### config.mk
export PLATFORM = sky130hd
export DESIGN_NAME = anunciador_alarme_temperatura
export DESIGN_NICKNAME = d
export VERILOG_FILES = /design/src/rtl/anunciador_pkg.sv /design/src/rtl/gerador_pulso_sirene.sv /design/src/rtl/anunciador_alarme_temperatura.sv
export SDC_FILE = /design/constraint.sdc
export NUM_CORES = 1
export LEC_CHECK = 0
export BUFFER_PORTS_ARGS = -buffer_cell sky130_fd_sc_hd__clkbuf_2
export CORE_ASPECT_RATIO = 1.1
export CORE_MARGIN = 2
export CORE_UTILIZATION = 49
export CTS_CLUSTER_SIZE = 8
export DETAILED_ROUTE_END_ITERATION = 8
export GPL_TIMING_DRIVEN = 0
export PLACE_DENSITY_LB_ADDON = 0.2
export SKIP_CTS_REPAIR_TIMING = 1
export SYNTH_ARGS = -nofsm -noshare
export SYNTH_HDL_FRONTEND = slang
export SYNTH_SLANG_ARGS = --single-unit
### constraint.sdc
create_clock -name i_clk -period 1.8 [get_ports i_clk]
set_clock_uncertainty 0.2 [all_clocks]
set_input_delay 0 -clock i_clk [delete_from_list [all_inputs] [get_ports i_clk]]
set_output_delay 0 -clock i_clk [all_outputs]
set_load 0.01 [all_outputs]
### src/rtl/anunciador_pkg.sv
// Shared constants for the temperature alarm annunciator:
// state codes, sensor bit positions and default flag count.
package anunciador_pkg;

    localparam logic [1:0] EST_NORMAL      = 2'd0;
    localparam logic [1:0] EST_ALARME      = 2'd1;
    localparam logic [1:0] EST_RECONHECIDO = 2'd2;
    localparam logic [1:0] EST_ESCALADO    = 2'd3;

    typedef enum logic [1:0] {
        ST_NORMAL      = EST_NORMAL,
        ST_ALARME      = EST_ALARME,
        ST_RECONHECIDO = EST_RECONHECIDO,
        ST_ESCALADO    = EST_ESCALADO
    } estado_t;

    localparam int IDX_SC    = 0;
    localparam int IDX_S1    = 1;
    localparam int IDX_S2    = 2;
    localparam int IDX_S3    = 3;
    localparam int IDX_TUBSR = 4;
    localparam int IDX_TUBSS = 5;
    localparam int IDX_REA   = 6;

    localparam int N_SENS_DEF = IDX_REA + 1;

endpackage

### src/rtl/gerador_pulso_sirene.sv
// Siren square-wave generator: half-period of PULSE_DIV cycles,
// restart forces the output high and restarts the count.
module gerador_pulso_sirene #(
    parameter int PULSE_DIV = 4
) (
    input  logic i_clk,
    input  logic i_rst,
    input  logic i_en,
    input  logic i_restart,
    output logic o_pulso
);

    localparam int CW = $clog2(PULSE_DIV) + 1;
    localparam logic [CW-1:0] LAST = CW'(PULSE_DIV - 1);

    logic [CW-1:0] r_cnt;
    logic          r_pulso;

    always_ff @(posedge i_clk) begin
        if (i_rst) begin
            r_cnt   <= '0;
            r_pulso <= 1'b0;
        end else if (i_restart) begin
            r_cnt   <= '0;
            r_pulso <= 1'b1;
        end else if (i_en) begin
            if (r_cnt == LAST) begin
                r_cnt   <= '0;
                r_pulso <= ~r_pulso;
            end else begin
                r_cnt <= r_cnt + 1'b1;
            end
        end
    end

    assign o_pulso = r_pulso;

endmodule

### src/rtl/anunciador_alarme_temperatura.sv
// Temperature alarm annunciator: lamp/first-out latching, operator
// acknowledge, escalation to SCRAM and re-arm sequencing.
module anunciador_alarme_temperatura
    import anunciador_pkg::*;
#(
    parameter int N_SENS      = N_SENS_DEF,
    parameter int PULSE_DIV   = 4,
    parameter int ESC_TIMEOUT = 16
) (
    input  logic              i_clk,
    input  logic              i_rst,
    input  logic [N_SENS-1:0] i_flagTemp,
    input  logic              i_alarmeSonoroTemperatura,
    input  logic              i_reconhecer,
    input  logic              i_rearme,
    output logic              o_sirene,
    output logic [N_SENS-1:0] o_luzes,
    output logic [N_SENS-1:0] o_primeiroAlarme,
    output logic              o_scramReq,
    output logic              o_inconsistencia,
    output logic [1:0]        o_estado
);

    localparam int EW = $clog2(ESC_TIMEOUT) + 1;
    localparam logic [EW-1:0] ESC_LAST = EW'(ESC_TIMEOUT - 1);

    estado_t           r_estado;
    logic [N_SENS-1:0] r_luzes;
    logic [N_SENS-1:0] r_primeiro;
    logic [EW-1:0]     r_esc_cnt;
    logic              r_ack_q;
    logic              r_alarme_q;
    logic              r_incons;

    estado_t           w_estado_nx;
    logic [N_SENS-1:0] w_luzes_nx;
    logic [N_SENS-1:0] w_primeiro_nx;
    logic [EW-1:0]     w_esc_nx;
    logic              w_trip;
    logic              w_ack;
    logic              w_novo;
    logic              w_restart;
    logic              w_en;
    logic              w_pulso;

    assign w_trip = (|i_flagTemp) | i_alarmeSonoroTemperatura;
    assign w_ack  = i_reconhecer & ~r_ack_q;
    // Re-alarm: a flag not currently lit, or a fresh aggregate alarm
    assign w_novo = (|(i_flagTemp & ~r_luzes))
                  | (i_alarmeSonoroTemperatura & ~r_alarme_q);

    always_ff @(posedge i_clk) begin
        if (i_rst) begin
            r_estado   <= ST_NORMAL;
            r_luzes    <= '0;
            r_primeiro <= '0;
            r_esc_cnt  <= '0;
            r_ack_q    <= 1'b0;
            r_alarme_q <= 1'b0;
            r_incons   <= 1'b0;
        end else begin
            r_estado   <= w_estado_nx;
            r_luzes    <= w_luzes_nx;
            r_primeiro <= w_primeiro_nx;
            r_esc_cnt  <= w_esc_nx;
            r_ack_q    <= i_reconhecer;
            r_alarme_q <= i_alarmeSonoroTemperatura;
            r_incons   <= r_incons
                        | (i_alarmeSonoroTemperatura != (|i_flagTemp));
        end
    end

    always_comb begin
        w_estado_nx   = r_estado;
        w_luzes_nx    = r_luzes;
        w_primeiro_nx = r_primeiro;
        w_esc_nx      = r_esc_cnt;
        w_restart     = 1'b0;
        w_en          = 1'b0;
        unique case (r_estado)
            ST_NORMAL: begin
                w_luzes_nx    = '0;
                w_primeiro_nx = '0;
                w_esc_nx      = '0;
                if (w_trip) begin
                    w_estado_nx   = ST_ALARME;
                    w_luzes_nx    = i_flagTemp;
                    w_primeiro_nx = i_flagTemp;
                    w_restart     = 1'b1;
                end
            end
            ST_ALARME: begin
                w_en       = 1'b1;
                w_luzes_nx = r_luzes | i_flagTemp;
                if (r_esc_cnt != '1) begin
                    w_esc_nx = r_esc_cnt + 1'b1;
                end
                if (w_ack) begin
                    w_estado_nx = ST_RECONHECIDO;
                    w_luzes_nx  = r_luzes & i_flagTemp;
                end else if (r_esc_cnt == ESC_LAST) begin
                    w_estado_nx = ST_ESCALADO;
                end
            end
            ST_RECONHECIDO: begin
                w_luzes_nx = i_flagTemp;
                if (w_novo) begin
                    w_estado_nx = ST_ALARME;
                    w_luzes_nx  = r_luzes | i_flagTemp;
                    w_esc_nx    = '0;
                    w_restart   = 1'b1;
                end else if (!w_trip) begin
                    w_estado_nx   = ST_NORMAL;
                    w_luzes_nx    = '0;
                    w_primeiro_nx = '0;
                end
            end
            ST_ESCALADO: begin
                w_luzes_nx = r_luzes | i_flagTemp;
                if (i_rearme && !w_trip) begin
                    w_estado_nx   = ST_NORMAL;
                    w_luzes_nx    = '0;
                    w_primeiro_nx = '0;
                    w_esc_nx      = '0;
                end
            end
        endcase
    end

    gerador_pulso_sirene #(
        .PULSE_DIV (PULSE_DIV)
    ) u_sirene (
        .i_clk     (i_clk),
        .i_rst     (i_rst),
        .i_en      (w_en),
        .i_restart (w_restart),
        .o_pulso   (w_pulso)
    );

    assign o_sirene = (r_estado == ST_ALARME) ? w_pulso
                                              : (r_estado == ST_ESCALADO);
    assign o_luzes          = r_luzes;
    assign o_primeiroAlarme = r_primeiro;
    assign o_scramReq       = (r_estado == ST_ESCALADO);
    assign o_inconsistencia = r_incons;
    assign o_estado         = r_estado;

endmodule

Word level (Yosys, flattened, before mapping)
Index checks and enable logic that the tools add are counted.

Bits of input ports: 12. Bits in registers: 28. Word-level logic and storage cells: 80. Output and inout port bits: 19.

Add/subtract/negate cells: 2. Muxes and demuxes: 29. Bitwise logic cells: 12. Reduce and logical (&&, ||, !) cells: 13. Equal/unequal tests: 15.

Operators by type and width (count): 7-bit 2-to-1 mux (7); 7-bit one-hot mux with 4 select lines (1); 7-bit one-hot mux with 3 select lines (1); 5-bit one-hot mux with 4 select lines (1); 5-bit 2-to-1 mux (3); 7-bit AND (2); 7-bit OR reduction (2); 2-bit 2-to-1 mux (6); 2-bit inequality test, second input constant (5); 2-bit one-hot mux with 4 select lines (1); 4-bit AND reduction (2); 1-bit 2-to-1 mux (7); 7-bit NOT (1); 7-bit OR (1); 3-bit inequality test, second input constant (2); 5-bit by 1-bit adder with 5-bit output, second input constant (1); 5-bit by 4-bit equality test with 1-bit output, second input constant (1); 5-bit inequality test, second input constant (1); 2-bit equality test, second input constant (2); 2-bit nonzero test (2); 3-bit by 1-bit adder with 3-bit output, second input constant (1); 3-bit by 2-bit equality test with 1-bit output, second input constant (1); 3-bit 2-to-1 mux (1); 1-bit NOT (3); other kinds (13) (16).

Depth between registers and ports, before layout
Gate-level depths: netlist of run 1.

Word-level depth: 8. Gate-level depth with buffers: 8. Gate-level depth less buffers: 8.

Cells and area by module
From an unflattened synthesis of run 1, not the netlist that was laid out.

Cells, all modules: 164. Area total of the unflattened synthesis: 1495.2 µm².

By module, submodules not included: anunciador_alarme_temperatura (instances 1, cells each 146, sequential area each 480.5 µm², area an instance 1322.5 µm²); gerador_pulso_sirene (instances 1, cells each 18, sequential area each 80.1 µm², area an instance 172.7 µm²).

Worst setup path after synthesis of run 1
Ideal clock, no wire load.

Path kind: input port to flip-flop. Start: input i_flagTemp[3]. End: register u_sirene.r_cnt[1]. Arrival: 1757 ps. Required time: 1534 ps. Path slack: -223 ps. Cell stages on the path: 7. Setup time: 66 ps. Buffers on the path: 1. Cell sequence: or4_1 -> nor4_1 -> ha_1 -> clkbuf_1 -> nor2_1 -> or3_4 -> a21oi_2.

Word-level cells in the longest chain between the ends: 6. Elaborated cells between the ends (all ways): 9. Classes of those cells: mux (3); bitwise (3); reduce/logical (3).

Ends and longest elaborated chain: start, declared (RTL line anunciador_alarme_temperatura.sv:12) `input logic [N_SENS-1:0] i_flagTemp,`; 7-bit AND (RTL line anunciador_alarme_temperatura.sv:49) `assign w_novo = (|(i_flagTemp & ~r_luzes))`; 7-bit OR reduction (RTL line anunciador_alarme_temperatura.sv:49); 1-bit OR (RTL line anunciador_alarme_temperatura.sv:50) `| (i_alarmeSonoroTemperatura & ~r_alarme_q);`; 1-bit 2-to-1 mux (RTL line anunciador_alarme_temperatura.sv:107) `if (w_novo) begin`; 1-bit one-hot mux with 2 select lines * (RTL line anunciador_alarme_temperatura.sv:80) `unique case (r_estado)`; 2-bit OR reduction (no line) *; end signal, assigned (RTL line gerador_pulso_sirene.sv:31) `r_cnt <= r_cnt + 1'b1;`; end, declared (RTL line gerador_pulso_sirene.sv:16) `logic [CW-1:0] r_cnt;`.

Mark *: on every way between the ends. The rest lies on a longest branch, timed or not. A chain may end at the register's enable or synchronous reset.

Worst setup path in the final report of run 1
Start: input i_flagTemp[6]. End: register r_estado[1] (netlist: o_estado[1]).

Word-level cells in the longest chain between the ends: 6. Elaborated cells between the ends (all ways): 13. Classes of those cells: eq/ne (3); mux (2); bitwise (3); reduce/logical (5).

Ends and longest elaborated chain: 7-bit OR reduction (RTL line anunciador_alarme_temperatura.sv:46) `assign w_trip = (|i_flagTemp) | i_alarmeSonoroTemperatura;`; 1-bit OR (RTL line anunciador_alarme_temperatura.sv:46); 1-bit logical NOT (RTL line anunciador_alarme_temperatura.sv:120) `if (i_rearme && !w_trip) begin`; 1-bit logical AND (RTL line anunciador_alarme_temperatura.sv:120); 2-bit by 1-bit inequality test with 1-bit output (no line); 4-bit AND reduction (no line); end signal, assigned (RTL line anunciador_alarme_temperatura.sv:62) `r_estado <= w_estado_nx;`; end, declared (RTL line anunciador_alarme_temperatura.sv:27) `estado_t r_estado;`.

Several ways; a longest one is shown, not always the timed one.

==> results of run 1 <==
==> worst min-delay path, stage by stage <==
cell and delay [ns]:
clkbuf_2 0.13, nand3_2 0.10, nand3b_1 0.18, o31ai_1 0.09
==> final timing paths <==
path	depth (start not counted)	from	end
max	10	i_flagTemp[6]	o_estado[1]
min	4	i_rearme	r_esc_cnt[2]
max reg2reg	7	r_esc_cnt[0]	r_esc_cnt[3]
min reg2reg	2	o_inconsistencia	o_inconsistencia
==> synthesized netlist by cell type (2+ instances only) <==
master	instances
nor4_1	2
dfxtp_1	28
a21oi_1	27
a211oi_2	7
and2_1	2
nand2b_2	2
nor3_1	2
ha_1	5
or4_1	2
o21ai_1	9
mux2i_1	3
a22oi_1	7
nand3_1	2
inv_1	6
nand2_1	21
nand2b_1	6
nor2_1	17
or4b_1	5
nor2b_1	2
clkbuf_1	5
buf_2	3
==> cell families (layout without fill, tap and decap cells) <==
| family | count (synthesis) | in the layout | share of synthesized area (%) |
|---|---|---|---|
| simple gates | 71 | 71 | 25.2 |
| fa+ha+maj | 5 | 5 | 3.93 |
| mux | 3 | 3 | 1.89 |
| buf+inv | 17 | 78 | 4.95 |
| compound gates | 63 | 63 | 28.9 |
| flops | 28 | 28 | 35.2 |
==> per-stage QoR <==
stage | cells | setup slack [ns] | utilization (%) | setup TNS [ns] | total power, mW
2_1_floorplan | 187 | -0.128 | - | -0.491 | 1.39
3_3_place_gp | 250 | -0.474 | 58.8 | -8.26 | 1.59
3_5_place_dp | 250 | -0.520 | 58.8 | -9.33 | 1.62
4_1_cts | 254 | -0.261 | 60.0 | -1.40 | 1.93
5_1_grt | 282 | -0.312 | 75.5 | -2.49 | 2.28
6_report | 282 | -0.197 | 75.5 | -1.49 | 2.18
==> per-layer routing <==
layer | vias to the layer above | GRT usage (%) | wire length [um]
li1 | 805 | - | -
met1 | 779 | 29.8 | 2130
met2 | 90 | 36.1 | 2580
met3 | 22 | 3.44 | 305
met4 | 0 | 8.43 | 169
met5 | - | 0 | 0
==> layout make-up <==
cell class / instances / area [sq um] / share of cell area (%)
well taps: 34 / 42.5 / 1.83
inverters: 7 / 26.3 / 1.13
plain buffers: 9 / 52.6 / 2.26
flip-flops and latches: 28 / 576 / 24.8
multi-input cells: 142 / 1150 / 49.6
repair buffers: 58 / 438 / 18.9
clock buffers: 4 / 36.3 / 1.56
==> registers in the layout (all words and copies together) (netlist names) <==
| name | flops |
|---|---|
| o_luzes | 7 |
| o_primeiroAlarme | 7 |
| r_esc_cnt | 5 |
| u_sirene.r_cnt | 3 |
| o_estado | 2 |
| o_inconsistencia | 1 |
| r_ack_q | 1 |
| r_alarme_q | 1 |
| u_sirene.o_pulso | 1 |
==> power breakdown <==
group	leakage (nW)	internal (mW)	switching (mW)
sequential	0.234	0.719	0.0924
clock	0.0210	0.124	0.202
combinational	0.683	0.432	0.611
total	0.938	1.28	0.905
==> reports/qor.tcl, run 1 <==
set qor(run_status) {finished, violations left}
set qor(failed_checks) {negative hold slack, negative setup slack}
set qor(synth_sequential_area_ratio_pct) 35.2
set qor(place.port_buffers) 29
set qor(fmax_ghz) 0.501
set qor(drt_pass1_iterations) 7
set qor(cp-end-kind) {flop}
set qor(holdCritPathClass) {in2reg}
set qor(cts-root-buf) {clkbuf_4}
set qor(chipHeight_um) 63.8
set qor(critPathRequiredTime_ns) 1.84
set qor(netlist_top_cells_area) {dfxtp_1 35%, a21oi_1 8.5%, a211oi_2 5.5%}
set qor(synthCells) 187
set qor(crit_fanout) 4
set qor(avgSynthCellArea_sq_um) 8.51
set qor(final.period_utilization_pct) 111
set qor(rsz0062_at_grt) {true}
set qor(cts_inserted_buffers) 3
set qor(die-width_um) 58.3
set qor(post_drt_wl_per_cell_um) 18.4
set qor(antennaDiodeCount) 0
set qor(mostFrequentLayoutCell) {clkbuf_2}
set qor(cp.buffers_inverters) 2
set qor(final_max_slew_viol_count) 0
set qor(drcViolationCount) 0
set qor(floorplan.core_area_sq_um) 3070
set qor(timing.critical_path.cells) {buf_8 > or4_4 > nor4_4 > ha_4 > buf_4 > nand2_2 > nand2_4 > o211a_4 > a21oi_2 > a311oi_2}
set qor(ir_drop_worst_case_vdd_mv) 0.643
set qor(pin_count_of_the_biggest_net_entering_global_routing) 16
set qor(grt.overflow.total) 0
set qor(count_of_yosys_warnings_during_synthesis) 0
set qor(timing.hold.ws_ns) -0.0226
set qor(hpwl_mm) 2.96
set qor(setup_viol) 17
set qor(fillers) 211
set qor(hold_viol_final) 2
set qor(period_needed_ns) 2.00
set qor(worst_skew_pair.late_latency_ns) 0.34
set qor(antenna_found_initial) 0
set qor(p_leak_nw) 0.938
set qor(placedInstanceArea_sq_um) 1810
set qor(clock_sink_count) 28
set qor(vias_per_cell) 6.01
set qor(first_global_vias) 1430
set qor(synth_cell_types) 45
set qor(ys_seq_elements) 28
set qor(synth.top_cell.area_share_pct) 35.2
set qor(post_route_cells_drive_above_1_share_pct) 45.6
set qor(power_per_cell_area_nw_per_um2) 939
set qor(placementRows) 21
set qor(finalWorstSetupSlack_ns) -0.197
set qor(antenna_violating_nets_post_route) 0
set qor(crit_type) {in2reg}
set qor(finalNetCount) 266
set qor(htreeDepth) 1
set qor(worst_slew_pin_slew_ns) 0.631
set qor(synth_largest_area_cell) {dfxtp_1}
set qor(grt_usage_pct) 22.4
set qor(start_util_pct) 51.8
set qor(synth.net_count) 204
set qor(synth-edff-count) 0
set qor(mostFrequentLayoutCells) {26 x clkbuf_2, 18 x a21oi_1, 18 x dfxtp_1, 17 x nand2_1, 15 x buf_4}
set qor(maxCapViolCount) 0
set qor(max_slew_margin_pct) 57.9
set qor(async_flop_share_pct) 0
set qor(critical_path.top_delay_family) {simple AND/OR/NAND/NOR gates}
set qor(gp_congestion) 0.898
set qor(ff2ff_setup_slack_ns) -0.16
set qor(clk_pin_slew_worst_paths_ns) 0.16
set qor(wire_length_of_the_first_global_routing_pass_mm) 6.56
set qor(clock_tree.buffer_depth) 2
set qor(fin_area_sq_um) 2320
set qor(pin_count) 31
set qor(fp.dieArea_sq_um) 3720
set qor(worst_path_max_delay_cell) {or4_4}
set qor(wl_mm) 5.19
set qor(area.growth.synth_to_final_pct) 45.9
set qor(cts_tree) {done}
set qor(ys.flop_type) {dfxtp_1}
set qor(synthesis.area_sq_um) 1590
set qor(vias) 1696
set qor(detail_route.iter0.violations) 105
set qor(slowest_delay_ns) 0.55
set qor(critPathLaunchType) {input port}
set qor(critical_path_at_ns) 2.04
(Power assumes the default switching activity.)
==> inputs of run 2 (changes only) <==
--- a/config.mk
+++ b/config.mk
@@ -7,12 +7,11 @@
 export LEC_CHECK = 0
 export BUFFER_PORTS_ARGS = -buffer_cell sky130_fd_sc_hd__clkbuf_2
 export CORE_ASPECT_RATIO = 1.1
-export CORE_MARGIN = 2
 export CORE_UTILIZATION = 49
 export CTS_CLUSTER_SIZE = 8
 export DETAILED_ROUTE_END_ITERATION = 8
 export GPL_TIMING_DRIVEN = 0
-export PLACE_DENSITY_LB_ADDON = 0.2
+export PLACE_DENSITY = 0.83
 export SKIP_CTS_REPAIR_TIMING = 1
 export SYNTH_ARGS = -nofsm -noshare
 export SYNTH_HDL_FRONTEND = slang
==> reports/qor.tcl, run 2 (synthesis gave the netlist of run 1 again) <==
set qor(worst_path_max_delay_cell) {or4_4}
set qor(crit-reg2reg-launch) {r_esc_cnt[0]}
set qor(chipHeight_um) 61.8
set qor(pin_count) 31
set qor(run_status) {finished, violations left}
set qor(ff2ff_setup_slack_ns) -0.15
set qor(mostFrequentLayoutCell) {clkbuf_2}
set qor(crit_type) {in2reg}
set qor(antenna_violating_nets_post_route) 0
set qor(placedInstanceArea_sq_um) 1810
set qor(first_global_vias) 1236
set qor(critical_path.top_delay_family) {simple AND/OR/NAND/NOR gates}
set qor(die-width_um) 56.3
set qor(maxCapViolCount) 0
set qor(cts_inserted_buffers) 3
set qor(floorplan.core_area_sq_um) 3070
set qor(crit_fanout) 5
set qor(hold_viol_final) 2
set qor(gp_congestion) 0.807
set qor(slowest_delay_ns) 0.54
set qor(post_drt_wl_per_cell_um) 17.5
set qor(post_route_cells_drive_above_1_share_pct) 38.6
set qor(start_util_pct) 51.8
set qor(fp.dieArea_sq_um) 3480
set qor(drcViolationCount) 0
set qor(vias) 1662
set qor(antennaDiodeCount) 0
set qor(wl_mm) 4.90
set qor(vias_per_cell) 5.94
set qor(clock_sink_count) 28
set qor(rsz0062_at_grt) {true}
set qor(critPathLaunchType) {input port}
set qor(failed_checks) {negative hold slack, negative setup slack}
set qor(wire_length_of_the_first_global_routing_pass_mm) 5.60
set qor(regToRegEndpoint) {r_esc_cnt[4]}
set qor(cp-end-kind) {flop}
set qor(min_delay_path_depth) 5
set qor(final_max_slew_viol_count) 0
set qor(worst-path-stages) 9
set qor(critical_path_at_ns) 1.99
set qor(timing.critical_path.cells) {buf_8 > or4_4 > nor4_4 > ha_4 > nand3_2 > o211ai_2 > o31a_1 > mux2i_1 > nor2_1}
set qor(fin_setup_tns_ns) -1.59
set qor(reg2regPathDepth) 7
set qor(timing.hold.ws_ns) -0.0515
set qor(final.period_utilization_pct) 110
set qor(finalWorstSetupSlack_ns) -0.178
set qor(holdCritPathClass) {in2reg}
set qor(clk_pin_slew_worst_paths_ns) 0.16
set qor(grt_usage_pct) 20.6
set qor(htreeDepth) 1
set qor(max_slew_margin_pct) 58.0
set qor(mostFrequentLayoutCells) {26 x clkbuf_2, 25 x a21oi_1, 22 x dfxtp_1, 18 x nand2_1}
set qor(period_needed_ns) 1.98
set qor(cts_tree) {done}
set qor(final-instance-count-excl-fill) 280
set qor(ir_drop_worst_case_vdd_mv) 0.988
set qor(clock_tree.buffer_depth) 2
set qor(place.port_buffers) 29
set qor(fmax_ghz) 0.505
set qor(pin_count_of_the_biggest_net_entering_global_routing) 16
set qor(power_per_cell_area_nw_per_um2) 945
set qor(setup_viol) 24
set qor(grt.overflow.total) 0
set qor(finalNetCount) 264
set qor(timing.hold.worst.start) {i_flagTemp[3]}
set qor(placementRows) 21
set qor(cp.buffers_inverters) 1
set qor(drt_pass1_iterations) 4
set qor(worst_skew_pair.late_latency_ns) 0.33
set qor(fillers) 220
set qor(detail_route.iter0.violations) 80
set qor(cts-root-buf) {clkbuf_4}
set qor(hpwl_mm) 2.60
set qor(p_leak_nw) 0.917
set qor(antenna_found_initial) 0
set qor(min_delay_worst_endpoint) {o_luzes[3]}
set qor(dp_slack_ns) -0.466
set qor(worst_slew_pin_slew_ns) 0.631
set qor(area.growth.synth_to_final_pct) 39.4
set qor(fin_area_sq_um) 2220
set qor(critPathRequiredTime_ns) 1.82
set qor(post-place-cells) 250
-- run 2: routing by layer --
layer	wire, um	track usage, %
met4	70	7.32
met3	271	2.07
met5	0	0
met2	2460	36.2
met1	2100	27.0
-- run 2: cell type report --
cell class / instances / area, sq um / area share, %
clock buffer: 4 / 36.3 / 1.64
multi-input combinational: 142 / 1090 / 49.0
inverter: 7 / 26.3 / 1.18
sequential: 28 / 571 / 25.7
timing repair buffer: 56 / 407 / 18.3
tap: 34 / 42.5 / 1.92
buffer: 9 / 50.0 / 2.26
-- run 2: report_power, final --
group	leakage, nW	internal (mW)	total (mW)	switching (mW)
combinational	0.662	0.408	0.978	0.570
clock	0.0210	0.124	0.318	0.194
sequential	0.233	0.715	0.800	0.0849
-- run 2: stage by stage --
step,util [%],power [mW]
finish,72.2,2.10
global route,72.2,2.20
CTS,60.0,1.91
detailed placement,58.8,1.61
global placement,58.8,1.59
floorplan,-,1.39
-- run 2: worst max-delay path by stage --
stage                  startpoint            to  slack (ns)
CTS                  r_esc_cnt[0]  r_esc_cnt[1]       -0.26
global placement    i_flagTemp[3]  r_esc_cnt[0]       -0.45
finish              i_flagTemp[6]  r_esc_cnt[4]       -0.18
floorplan           i_flagTemp[3]  r_esc_cnt[0]       -0.13
detailed placement  i_flagTemp[3]  r_esc_cnt[0]       -0.47
global route        i_flagTemp[6]  r_esc_cnt[0]       -0.24
-- run 2: tightest hold or removal path, delay by kind of cell --
| kind | cells | cell delay, ns |
|---|---|---|
| AND/OR/NAND/NOR | 1 | 0.05 |
| buffers and inverters | 1 | 0.13 |
| AO/OA/AOI/OAI | 3 | 0.27 |
